`config.mk`:
```
export PLATFORM = sky130hd
export DESIGN_NAME = mem_access_stage
export DESIGN_NICKNAME = d
export VERILOG_FILES = /design/src/rtl/mem_access_stage.sv
export SDC_FILE = /design/constraint.sdc
export NUM_CORES = 2
export LEC_CHECK = 0
export BUFFER_PORTS_ARGS = -buffer_cell sky130_fd_sc_hd__buf_2
export CAP_MARGIN = 25
export CORE_MARGIN = 8
export CORE_UTILIZATION = 50
export DETAILED_ROUTE_END_ITERATION = 12
export GPL_TIMING_DRIVEN = 0
export PLACE_DENSITY = 0.68
export REMOVE_ABC_BUFFERS = 1
export SETUP_SLACK_MARGIN = 0.2
export SLEW_MARGIN = 30
export SYNTH_ARGS = -nofsm -noshare
export SYNTH_HDL_FRONTEND = slang
export SYNTH_SLANG_ARGS = --single-unit
```
`constraint.sdc`:
```
create_clock -name clk -period 2.9 [get_ports clk]
set_input_delay 0.29 -clock clk [delete_from_list [all_inputs] [get_ports clk]]
set_output_delay 0.29 -clock clk [all_outputs]
set_load 0.02 [all_outputs]
```
`src/rtl/mem_access_stage.sv`:
```
`default_nettype none
// ============================================================================
// Module   : mem_access_stage
// Purpose  : Memory-access / write-back stage of the 16-bit MIPS pipeline.
//            Performs word loads and stores against an internal synchronous
//            data memory and emits one registered write-back transaction per
//            accepted operation. Out-of-range and illegal (load+store)
//            operations are flagged as faults and suppress all side effects.
// Config   : DM_INIT_CLEAR_EN - when defined, the memory is zero-filled one
//            word per cycle after every reset (CLEAR state) before the stage
//            becomes ready. When undefined, the stage is ready immediately
//            and memory contents after reset are unspecified.
// Ports    : clk         - clock, rising edge
//            reset       - synchronous, active-low reset
//            valid_in    - operation presented this cycle
//            ans_ex      - ALU result / effective word address
//            DM_data     - store data
//            flag_ex     - ALU flags from execute
//            mem_rd      - load operation
//            mem_wr      - store operation
//            wb_en       - operation writes a register
//            wb_addr     - destination register
//            ready       - stage accepts an operation this cycle
//            wb_data     - write-back data
//            wb_addr_out - write-back register
//            wb_we       - register-file write strobe (one cycle)
//            flag_mem    - flags of the last accepted operation
//            mem_fault   - last accepted operation faulted (one cycle)
// Revision : 1.0 - initial release
// ============================================================================
module mem_access_stage #(
  parameter int ADDR_W = 8,
  parameter int DEPTH  = 256,
  parameter int RF_AW  = 3
) (
  input  logic             clk,
  input  logic             reset,
  input  logic             valid_in,
  input  logic [15:0]      ans_ex,
  input  logic [15:0]      DM_data,
  input  logic [1:0]       flag_ex,
  input  logic             mem_rd,
  input  logic             mem_wr,
  input  logic             wb_en,
  input  logic [RF_AW-1:0] wb_addr,
  output logic             ready,
  output logic [15:0]      wb_data,
  output logic [RF_AW-1:0] wb_addr_out,
  output logic             wb_we,
  output logic [1:0]       flag_mem,
  output logic             mem_fault
);

  // --------------------------------------------------------------------------
  // State encoding
  // --------------------------------------------------------------------------
  localparam logic [0:0] S_READY = 1'b1;
`ifdef DM_INIT_CLEAR_EN
  localparam logic [0:0]        S_CLEAR     = 1'b0;
  localparam logic [0:0]        RESET_STATE = S_CLEAR;
  localparam logic [ADDR_W-1:0] CLR_LAST    = ADDR_W'(DEPTH - 1);
`else
  localparam logic [0:0]        RESET_STATE = S_READY;
`endif

  logic [0:0] state_q;
  logic [0:0] state_d;

`ifdef DM_INIT_CLEAR_EN
  logic [ADDR_W-1:0] clr_cnt_q;
  logic [ADDR_W-1:0] clr_cnt_d;
  logic              clr_we;
`endif

  // --------------------------------------------------------------------------
  // FSM: state register
  // --------------------------------------------------------------------------
  always_ff @(posedge clk) begin
    if (!reset) begin
      state_q   <= RESET_STATE;
`ifdef DM_INIT_CLEAR_EN
      clr_cnt_q <= '0;
`endif
    end else begin
      state_q   <= state_d;
`ifdef DM_INIT_CLEAR_EN
      clr_cnt_q <= clr_cnt_d;
`endif
    end
  end

  // --------------------------------------------------------------------------
  // FSM: next-state logic
  // --------------------------------------------------------------------------
  always_comb begin
    state_d = state_q;
`ifdef DM_INIT_CLEAR_EN
    clr_cnt_d = clr_cnt_q;
    case (state_q)
      S_CLEAR: begin
        // One word cleared per cycle; leave after the last word is written.
        clr_cnt_d = clr_cnt_q + 1'b1;
        if (clr_cnt_q == CLR_LAST) begin
          state_d = S_READY;
        end
      end
      default: state_d = S_READY;
    endcase
`else
    state_d = S_READY;
`endif
  end

  // --------------------------------------------------------------------------
  // FSM: outputs
  // ready is gated by reset so that nothing is accepted while reset is held,
  // even though the state register already sits in its reset state.
  // --------------------------------------------------------------------------
  always_comb begin
    ready = 1'b0;
`ifdef DM_INIT_CLEAR_EN
    clr_we = 1'b0;
`endif
    case (state_q)
      S_READY: ready = reset;
`ifdef DM_INIT_CLEAR_EN
      S_CLEAR: clr_we = reset;
`endif
      default: ready = 1'b0;
    endcase
  end

  // --------------------------------------------------------------------------
  // Operation decode
  // --------------------------------------------------------------------------
  logic              accept;
  logic              addr_hi_nz;
  logic              fault;
  logic [ADDR_W-1:0] addr;

  assign accept     = valid_in && ready;
  assign addr       = ans_ex[ADDR_W-1:0];
  // Any bit above the word-address field makes a memory access out of range;
  // there is deliberately no wrap-around.
  assign addr_hi_nz = (ans_ex >> ADDR_W) != 16'd0;
  assign fault      = ((mem_rd || mem_wr) && addr_hi_nz) || (mem_rd && mem_wr);

  // --------------------------------------------------------------------------
  // Data memory write port (shared between stores and the clear sweep)
  // --------------------------------------------------------------------------
  logic [15:0]       mem [DEPTH];
  logic              mem_we;
  logic [ADDR_W-1:0] mem_waddr;
  logic [15:0]       mem_wdata;

  always_comb begin
    mem_we    = accept && mem_wr && !fault;
    mem_waddr = addr;
    mem_wdata = DM_data;
`ifdef DM_INIT_CLEAR_EN
    if (clr_we) begin
      mem_we    = 1'b1;
      mem_waddr = clr_cnt_q;
      mem_wdata = 16'd0;
    end
`endif
  end

  // Memory contents are intentionally not reset.
  always_ff @(posedge clk) begin
    if (mem_we) begin
      mem[mem_waddr] <= mem_wdata;
    end
  end

  // --------------------------------------------------------------------------
  // Write-back registers
  // The load reads mem[] with the pre-edge value; a store committed at the
  // same edge becomes visible to a load accepted one cycle later.
  // --------------------------------------------------------------------------
  always_ff @(posedge clk) begin
    if (!reset) begin
      wb_data     <= 16'd0;
      wb_addr_out <= '0;
      wb_we       <= 1'b0;
      flag_mem    <= 2'b00;
      mem_fault   <= 1'b0;
    end else if (accept) begin
      wb_addr_out <= wb_addr;
      flag_mem    <= flag_ex;
      mem_fault   <= fault;
      wb_we       <= wb_en && !fault;
      if (fault) begin
        wb_data <= 16'd0;
      end else if (mem_rd) begin
        wb_data <= mem[addr];
      end else begin
        // Non-memory ops and stores forward the ALU result.
        wb_data <= ans_ex;
      end
    end else begin
      wb_we     <= 1'b0;
      mem_fault <= 1'b0;
    end
  end

endmodule
`default_nettype wire

```
==> reports/metrics.yaml <==
run_status:
  outcome: "finished, violations left"
  violations_in_the_final_reports: "setup timing"
routing:
  wire_per_inst_um: 35.1
  vias: 76900
  first_iter_violations: 11000
  postRouteWirelength_mm: 412
  drt-pass1-iter-count: 6
  ant_nets: 0
  drt_drc_violations_left: 0
  viasPerCell: 6.55
logic_synthesis:
  synth_area_leader_cell: "sky130_fd_sc_hd__edfxtp_1"
  synth-main-ff-cell: "sky130_fd_sc_hd__edfxtp_1"
  synth_cell_type_count: 40
  syn_avg_cell_area_sq_um: 23.1
  postSynthCellCount: 6771
  synth_top_cells_by_area: "sky130_fd_sc_hd__edfxtp_1 79%, sky130_fd_sc_hd__mux4_2 15%, sky130_fd_sc_hd__a22oi_1 2.0%"
  synth.ff_latch_count: 4119
  yosysMostFrequentCell: "sky130_fd_sc_hd__edfxtp_1"
  yosys-top-cells-count: "4096 x sky130_fd_sc_hd__edfxtp_1, 1064 x sky130_fd_sc_hd__mux4_2, 426 x sky130_fd_sc_hd__a22oi_1, 282 x sky130_fd_sc_hd__nor2_1, 225 x sky130_fd_sc_hd__clkbuf_1"
  post-synth-top-area-fraction_pct: 78.8
  synth-edff-count: 4096
  syn-cell-area_sq_um: 156000
  synth-warning-count: 0
  synth-seq-area-share_pct: 79.1
  synthArstFlopShare_pct: 0
timing:
  worst_slew_pin_slew_ps: 1010
  skew_ps: 72.9
  setup_viol_count_final: 2
  relSlewSlack_pct: 32.7
  fmax_mhz: 341
  finalHoldViolCount: 0
  finalMaxSlewViolations: 0
  fin_hold_ws_ps: 99.5
  rsz0062_at_grt: "yes"
  timing.setup.tns_ps: -46.1
  final_min_period_ps: 2930
  timing.final.crit_share_pct: 101
  fin_ws_ps: -29.4
clocking:
  tritoncts: "done"
  ctsLongestPathBuffers: 4
  clock-root-buffer: "sky130_fd_sc_hd__clkbuf_16"
  clk_pin_slew_ps: 70
  cts.sink_count: 4119
  cts_htree_levels: 5
  numCtsBuffers: 396
  insertion_delay_ps: 930
floorplanning:
  core_area_sq_um: 311000
  chipHeight_um: 575
  dieArea_sq_um: 330000
  design.portCount: 67
  floorplan.die.width_um: 575
  initial_core_util_pct: 50.1
  core.rowCount: 205
global_route:
  first_global_vias: 76100
  grt_remaining_overflow: 0
  grt_max_degree: 113
  grt_usage_pct: 24.4
  antenna_found_initial: 11
  grt_first_pass_wirelength_mm: 579
setup_path:
  crit_path_cell_trace: "mux4_2 > a22oi_1 > a21oi_1 > nor4_4 > o22ai_4 > nor2_4 > o21ai_1"
  endpoint_kind: "register"
  crit_required_ps: 3690
  crit_type: "reg2reg"
  timing.critical_path.max_delay_family: "compound AO/OA/AOI/OAI gates"
  timing.critical_path.slowest_cell_delay_ps: 530
  timing.critical_path.buf_inv: 0
  worstPathArrival_ps: 3720
  critical-path-slowest-cell: "sky130_fd_sc_hd__nor4_4"
  sort_of_element_at_the_start_of_the_critical_path: "register"
  crit_fanout: 1
power_and_ir_drop:
  power_w: 0.122
  leakagePower_nw: 56.6
  vdd_ir_max_uv: 503
  powerDensity_nw_per_um2: 659
min_path:
  hold_path.class: "in2reg"
cells_and_area:
  multi_input_gate_area_in_the_final_layout_sq_um: 34800
  growth_of_design_area_from_synthesis_to_finish_pct: 18.5
  drive_above_1_share_pct: 34.5
  nFillCells: 20900
  number_of_nets_in_the_layout: 7319
  seq_cell_area_sq_um: 123000
placement:
  place.port_buffers: 66
  routabilityCongestion: 0.785
  hpwlAfterDp_mm: 227
job:
  maxCapViolCount: 0
-- path summary, 6_finish.rpt --
check	start	endpoint	slack, ps	depth (start not counted)
worst max-delay path	mem[60][14]$_DFFE_PP_	wb_data[14]$_SDFFE_PN0P_	-30	7
worst max register to register	mem[60][14]$_DFFE_PP_	wb_data[14]$_SDFFE_PN0P_	-30	7
worst min register to register	wb_data[10]$_SDFFE_PN0P_	wb_data[10]$_SDFFE_PN0P_	490	2
worst min-delay path	reset	mem_fault$_SDFF_PN0_	100	3
-- logic make-up after synthesis --
kind of cell	synth area share (%)
compound gates	3.09
fa+ha+maj	0.00641
buf+inv	1.18
flops	79.1
mux	15.5
simple gates	1.18
-- timing repair --
action                     4_1_cts  5_1_grt
hold buffers                    41        0
resized for setup              259       91
cloned                          56        0
setup buffers                  110       67
setup endpoints to repair     3923     2416
hold endpoints to repair      1142        0
pin swaps                       68      101
-- area by class of cell --
class	count	share of cell area (%)
multi-input combinational	2231	18.8
tap	4140	2.80
clock buffer	482	5.63
clock inverter	230	0.966
timing repair buffer	524	5.04
sequential	4119	66.7
inverter	4	0.00812
antenna	9	0.0122
-- layer usage --
| layer | up-vias | global-route usage (%) | part of all wire (%) |
|---|---|---|---|
| met3 | 775 | 5.37 | 11 |
| li1 | 30300 | - | - |
| met5 | - | 0 | 0.010 |
| met4 | 6 | 8.78 | 4.1 |
| met1 | 41100 | 34.0 | 37 |
| met2 | 4765 | 38.5 | 48 |
-- through the flow --
step	instances	setup slack, ps	util, %	cell area (sq um)
floorplan	6354	-8280	-	154000
finish	11700	-29.4	59.4	185000
global placement	10600	-45920	51.3	160000
global route	11700	-37.3	59.4	185000
CTS	11700	-113	58.9	183000
detailed placement	10700	-3670	53.4	166000
-- power breakdown --
group | internal [W] | switching, W
registers | 0.0654 | 0.0000108
clock network | 0.0276 | 0.0218
logic | 0.00270 | 0.00434
total | 0.0958 | 0.0261
-- worst reg2reg max path: stages, from the launching register on --
cell and delay, ps:
sky130_fd_sc_hd__edfxtp_1 380, sky130_fd_sc_hd__mux4_2 500, sky130_fd_sc_hd__a22oi_1 480, sky130_fd_sc_hd__a21oi_1 270, sky130_fd_sc_hd__nor4_4 530, sky130_fd_sc_hd__o22ai_4 250, sky130_fd_sc_hd__nor2_4 290, sky130_fd_sc_hd__o21ai_1 120
-- state kept, by name (all words and copies together), names as in the netlist --
| register | cells |
|---|---|
| mem | 4096 |
| wb_data | 16 |
| wb_addr_out | 3 |
| flag_mem | 2 |
| mem_fault | 1 |
| wb_we | 1 |
-- cells in the final DEF, fill, tap and decap left out, drive strengths merged, types with 4 or more instances in the layout --
cell         instances
bufbuf              38
o22ai               26
a32oi               16
nor2b               15
o21ai               18
nand2               34
mux4              1064
mux2i               17
dlygate4sd3         41
diode                9
edfxtp            4096
nor4                54
nor2               282
clkbuf             482
a21oi              219
clkinv             185
nand3               12
clkinvlp             8
dfxtp               23
or2                  4
buf                445
nand2b               7
a311oi               4
nand4                9
bufinv              24
inv                 17
a22oi              426
No activity file was read; power rests on OpenSTA's default activity.
